===== config.mk =====
export PLATFORM = sky130hd
export DESIGN_NAME = ik_iter_seq
export DESIGN_NICKNAME = d
export VERILOG_FILES = /design/src/rtl/ik_iter_seq.sv
export SDC_FILE = /design/constraint.sdc
export NUM_CORES = 2
export LEC_CHECK = 0
export CAP_MARGIN = 20
export CORE_UTILIZATION = 40
export CTS_CLUSTER_DIAMETER = 40
export DETAILED_ROUTE_END_ITERATION = 10
export GPL_TIMING_DRIVEN = 0
export PLACE_DENSITY = 0.63
export SKIP_LAST_GASP = 1
export SLEW_MARGIN = 20
export SYNTH_ARGS = -nofsm -noshare
export SYNTH_HDL_FRONTEND = slang
export SYNTH_SLANG_ARGS = --single-unit

===== constraint.sdc =====
create_clock -name clk -period 14.23 [get_ports clk]
set_clock_uncertainty 0.05 [all_clocks]
set_input_delay 3.5575 -clock clk [delete_from_list [all_inputs] [get_ports clk]]
set_output_delay 3.5575 -clock clk [all_outputs]
set_load 0.005 [all_outputs]

===== src/rtl/ik_iter_seq.sv =====
// rtl/ik_iter_seq.sv - iteration sequencer launching ik_swift and integrating its joint deltas
// Optional core-handshake watchdog: define IK_ITER_WATCHDOG_EN.
module ik_iter_seq #(
   parameter int NJ        = 6,
   parameter int W         = 21,
   parameter int PI_FX     = 205887,
   parameter int MAX_STEP  = 16384,
   parameter int WD_CYCLES = 4096
) (
   input  logic            clk,
   input  logic            reset_n,
   input  logic            start,
   input  logic [7:0]      max_iter,
   input  logic [W-1:0]    tol,
   input  logic [NJ*W-1:0] theta_init,
   output logic            core_en,
   output logic [NJ*W-1:0] core_theta,
   input  logic            core_done,
   input  logic [NJ*W-1:0] core_delta,
   output logic            busy,
   output logic            done,
   output logic            converged,
   output logic            timeout,
   output logic [7:0]      iter_count,
   output logic [NJ*W-1:0] theta_out
);
   typedef enum logic [2:0] {
      S_IDLE, S_LAUNCH, S_WAIT, S_UPDATE, S_CHECK, S_DONE
   } state_t;

   localparam logic signed [W-1:0] STEP_P   = W'(MAX_STEP);
   localparam logic signed [W-1:0] STEP_N   = W'(-MAX_STEP);
   localparam logic signed [W:0]   PI_S     = (W+1)'(PI_FX);
   localparam logic signed [W:0]   TWO_PI   = (W+1)'(2 * PI_FX);
   localparam logic [W-1:0]        MOST_NEG = {1'b1, {(W-1){1'b0}}};
   localparam logic [W-1:0]        MOST_POS = {1'b0, {(W-1){1'b1}}};

   state_t          state;
   logic [NJ*W-1:0] theta;
   logic [NJ*W-1:0] delta_q;
   logic [NJ*W-1:0] theta_next;
   logic [NJ-1:0]   within_q;
   logic [NJ-1:0]   within_next;
   logic [7:0]      max_q;
   logic [W-1:0]    tol_q;

`ifdef IK_ITER_WATCHDOG_EN
   localparam int WDW = $clog2(WD_CYCLES) + 1;
   logic [WDW-1:0] wd_cnt;
   logic           wd_flag;
   assign timeout = wd_flag;
`else
   assign timeout = 1'b0;
`endif

   assign core_theta = theta;
   assign theta_out  = theta;

   // Clamp the step, add at W+1 bits, then fold back once into [-pi, pi].
   function automatic logic [W-1:0] step_angle(input logic [W-1:0] th, input logic [W-1:0] raw);
      logic signed [W-1:0] d;
      logic signed [W:0]   s;
      if ($signed(raw) > STEP_P)
         d = STEP_P;
      else if ($signed(raw) < STEP_N)
         d = STEP_N;
      else
         d = $signed(raw);
      s = $signed({th[W-1], th}) + $signed({d[W-1], d});
      if (s > PI_S)
         s = s - TWO_PI;
      else if (s < -PI_S)
         s = s + TWO_PI;
      return s[W-1:0];
   endfunction

   function automatic logic in_tol(input logic [W-1:0] raw, input logic [W-1:0] lim);
      logic [W-1:0] mag;
      if (raw == MOST_NEG)
         mag = MOST_POS;
      else if (raw[W-1])
         mag = -raw;
      else
         mag = raw;
      return mag <= lim;
   endfunction

   always_comb begin
      theta_next  = theta;
      within_next = '0;
      for (int j = 0; j < NJ; j++) begin
         theta_next[j*W +: W] = step_angle(theta[j*W +: W], delta_q[j*W +: W]);
         within_next[j]       = in_tol(delta_q[j*W +: W], tol_q);
      end
   end

   always_ff @(posedge clk or negedge reset_n) begin
      if (!reset_n) begin
         state      <= S_IDLE;
         theta      <= '0;
         delta_q    <= '0;
         within_q   <= '0;
         max_q      <= '0;
         tol_q      <= '0;
         core_en    <= 1'b0;
         busy       <= 1'b0;
         done       <= 1'b0;
         converged  <= 1'b0;
         iter_count <= '0;
`ifdef IK_ITER_WATCHDOG_EN
         wd_cnt     <= '0;
         wd_flag    <= 1'b0;
`endif
      end else begin
         done <= 1'b0;
         case (state)
            S_IDLE: begin
               if (start) begin
                  busy       <= 1'b1;
                  iter_count <= '0;
                  converged  <= 1'b0;
                  within_q   <= '0;
                  max_q      <= max_iter;
                  tol_q      <= tol;
`ifdef IK_ITER_WATCHDOG_EN
                  wd_flag    <= 1'b0;
`endif
                  // A zero limit skips the core but still passes CHECK, which ends it with converged=0.
                  if (max_iter != 8'd0) begin
                     theta <= theta_init;
                     state <= S_LAUNCH;
                  end else begin
                     state <= S_CHECK;
                  end
               end
            end
            S_LAUNCH: begin
               core_en <= 1'b1;
`ifdef IK_ITER_WATCHDOG_EN
               wd_cnt  <= '0;
`endif
               state   <= S_WAIT;
            end
            S_WAIT: begin
               if (core_done) begin
                  delta_q <= core_delta;
                  state   <= S_UPDATE;
               end
`ifdef IK_ITER_WATCHDOG_EN
               else if (wd_cnt == WDW'(WD_CYCLES - 1)) begin
                  core_en <= 1'b0;
                  wd_flag <= 1'b1;
                  state   <= S_DONE;
               end else begin
                  wd_cnt <= wd_cnt + WDW'(1);
               end
`endif
            end
            S_UPDATE: begin
               core_en    <= 1'b0;
               theta      <= theta_next;
               within_q   <= within_next;
               iter_count <= iter_count + 8'd1;
               state      <= S_CHECK;
            end
            S_CHECK: begin
               if (&within_q) begin
                  converged <= 1'b1;
                  state     <= S_DONE;
               end else if (iter_count == max_q) begin
                  state <= S_DONE;
               end else begin
                  state <= S_LAUNCH;
               end
            end
            S_DONE: begin
               done  <= 1'b1;
               busy  <= 1'b0;
               state <= S_IDLE;
            end
            default: state <= S_IDLE;
         endcase
      end
   end
endmodule

==> results.sh <==
export IMPL_route_vias_total=34636
export IMPL_path_max_fanout=10
export IMPL_maxSlewViolCount=0
export IMPL_coreArea_um2=82000
export IMPL_port_buffer_count=548
export IMPL_detailedPlace_worstSlack_ps=6770
export IMPL_synthToLayoutAreaGrowth_pct=29.1
export IMPL_synth_flop_cell="dfrtp_1"
export IMPL_detailed_place_hpwl_um=106000
export IMPL_grt_max_degree=86
export IMPL_top_level_ports=550
export IMPL_finalCritPeriodShare_pct=53.4
export IMPL_synth_edf_count=0
export IMPL_chipHeight_um=289
export IMPL_row_count=105
export IMPL_path_clk_slew_ps=50
export IMPL_finalHoldViolations=0
export IMPL_clk_root_buffer_cell="clkbuf_16"
export IMPL_cp_required_ps=14640
export IMPL_seq_area_frac_synth_pct=22.9
export IMPL_post_route_drc_count=0
export IMPL_die_area_um2=83800
export IMPL_drtAntennaViolNets=0
export IMPL_final_critical_path_setup_slack_ps=6640
export IMPL_dp_cells=5823
export IMPL_postPlaceCellArea_um2=40100
export IMPL_groute_usage_overall_pct=31.4
export IMPL_detailedRoute_firstIterationViolations=2600
export IMPL_tritoncts="done"
export IMPL_grt_antenna_before_repair=5
export IMPL_netlist_instances=4192
export IMPL_final_min_clock_period_ps=7590
export IMPL_grt_overflow_total=0
export IMPL_fmax_ghz=0.132
export IMPL_max_cap_violations=0
export IMPL_synthesis_area_um2=33000
export IMPL_postRouteWirelength_um=135000
export IMPL_worst_ep_arrival_time_ps=8000
export IMPL_post_drt_via_cell_ratio=5.81
export IMPL_rsz0062_at_grt="false"
export IMPL_end_kind="flip-flop"
export IMPL_synth_seq_cells=302
export IMPL_final_number_of_setup_violating_endpoints=0
export IMPL_synth_async_sr_flop_share_pct=100
export IMPL_timing_worst_setup_path_type="flip-flop to flip-flop"
export IMPL_worst_setup_path_start_kind="flip-flop"
export IMPL_instances_no_fill=5959
export IMPL_synth_yosys_warnings=0
export IMPL_grt_pass1_wl_um=200000
export IMPL_floorplan_initialDensity_pct=40.3
export IMPL_slew_limit_headroom_pct=18.3
export IMPL_detailedRoute_firstPassIterationCount=6
export IMPL_design_final_nets=5401
export IMPL_die_x_um=289
export IMPL_fillers=8121
export IMPL_post_cts_setup_buffer_count=0
export IMPL_gp_congestion=0.950
export IMPL_min_path_type="flip-flop to flip-flop"
export IMPL_stdcell_area_um2=42700
export IMPL_number_of_global_route_vias_before_repair=32539
export IMPL_clock_sinks=302
export IMPL_status="finished clean"
export IMPL_wl_per_cell_um=22.6
export IMPL_numCtsBuffers=72
export IMPL_post_cts_resized_instances=0
export IMPL_clock_latency_ps=620
export IMPL_syn_avg_cell_area_um2=7.88
export IMPL_timing_worst_slew_pin_value_ps=1230
export IMPL_ctsHtreeMaxLevel=3
export IMPL_synth_lib_cells_used_distinct=126
export IMPL_max_clock_path_buffers=3
export IMPL_layout_drive_gt1_share_pct=11.0
export IMPL_cts_hold_repair_buffers=0
[worst paths after layout]
path,startpoint,to,slack (ps),cells past startpoint
min reg2reg,max_q[1],max_q[1],450,2
max,delta_q[111],core_theta[116],6640,22
min in group asynchronous,reset_n,core_theta[64],2850,1
max reg2reg,delta_q[111],core_theta[116],6640,22
max in group asynchronous,reset_n,core_theta[13],10330,2
min,max_q[1],max_q[1],450,2
[cells in the mapped netlist, types with 109 or more instances]
| cell | n | area [um^2] |
|---|---|---|
| clkbuf_1 | 156 | 586 |
| a21oi_1 | 293 | 1470 |
| nor2_1 | 298 | 1120 |
| nand3_1 | 121 | 606 |
| xor2_1 | 145 | 1270 |
| ha_1 | 283 | 3540 |
| and3_1 | 117 | 732 |
| xnor2_1 | 154 | 1350 |
| inv_1 | 123 | 462 |
| buf_4 | 131 | 983 |
| mux2_2 | 109 | 1230 |
| o21ai_0 | 292 | 1460 |
| nand2_1 | 455 | 1710 |
| dfrtp_1 | 302 | 7560 |
[layer usage]
metal / GRT usage, % / vias to the layer above / part of all wire [%]
met3: 4.71 / 244 / 6.4
li1: - / 16546 / -
met1: 42.1 / 16647 / 44
met5: 0 / - / 0.019
met2: 50.5 / 1195 / 45
met4: 12.1 / 4 / 4.0
[through the flow]
stage	util, %	setup TNS [ps]	hold WS (ps)
after detailed placement	48.9	0	437
final	52.1	0	448
after global routing	52.0	0	474
after global placement	48.7	-1405600	418
after floorplan	-	0	415
after CTS	52.0	0	447
[layout by cell type, fill, tap and decap left out, types with 25 or more instances in the layout]
cell,count
clkbuf_16,72
o21a_1,50
a22oi_1,40
and2_1,97
nor2b_1,27
o21ai_1,34
xor2_1,145
o31ai_1,51
nor2_1,298
clkdlybuf4s50_1,547
o21ai_0,292
a211oi_1,27
nor4_1,31
nand4_1,66
o211ai_1,27
clkbuf_1,142
mux2_2,109
a21oi_1,292
a31oi_1,64
dfrtp_1,302
nand2b_1,32
nor3_1,81
xnor2_1,154
o22ai_1,25
inv_1,123
buf_2,30
nand3_1,121
and3_1,117
nand2_1,454
a21o_1,102
buf_4,131
or3_1,47
ha_1,283
[cell families (layout without fill, tap and decap cells)]
| logic type | Yosys count | in the layout | share of synthesized area [%] |
|---|---|---|---|
| flops | 302 | 302 | 22.9 |
| other cells | 1 | 12 | 0.0113 |
| fa+ha+maj | 289 | 289 | 11.1 |
| mux | 123 | 123 | 4.14 |
| compound gates | 1237 | 1237 | 24.6 |
| simple gates | 1480 | 1480 | 22.2 |
| buf+inv | 460 | 1146 | 7.11 |
| xor+xnor | 300 | 300 | 7.97 |
[critical path: stages (launching register included)]
cell	delay [ps]
dfrtp_1	480
or4_1	590
or3_1	330
or2_2	290
or3_1	360
nand2_1	110
a21oi_1	230
nor2_1	230
clkbuf_1	400
and2_1	250
ha_1	130
clkbuf_1	330
nand3_1	180
nor4_2	580
o21ai_0	340
a21boi_0	440
nor2b_1	190
a2111o_1	390
o21ai_1	320
clkbuf_1	470
a22oi_1	180
xnor2_1	390
o21ai_0	150
[cell type report]
class                   count  area [um^2]  area share, %
multi-input cells        3436        23200           54.3
flip-flops and latches    302         7560           17.7
repair buffers            555         5670           13.3
plain buffers             336         1910           4.47
clock buffers              80         1890           4.43
well taps                1070         1340           3.14
clock inverters            51          656           1.54
inverters                 124          465           1.09
diodes                      5         12.5         0.0293
[state kept, by name, summed over array words and instances, names as in the netlist]
| name | flops |
|---|---|
| core_theta | 126 |
| delta_q | 126 |
| tol_q | 21 |
| iter_count | 8 |
| max_q | 8 |
| within_q | 6 |
| state | 3 |
| busy | 1 |
| converged | 1 |
| core_en | 1 |
| done | 1 |
Power is left out: the tool's default activity adds up to more than one toggle a clock period on the data nets, which glitch-free logic cannot reach.
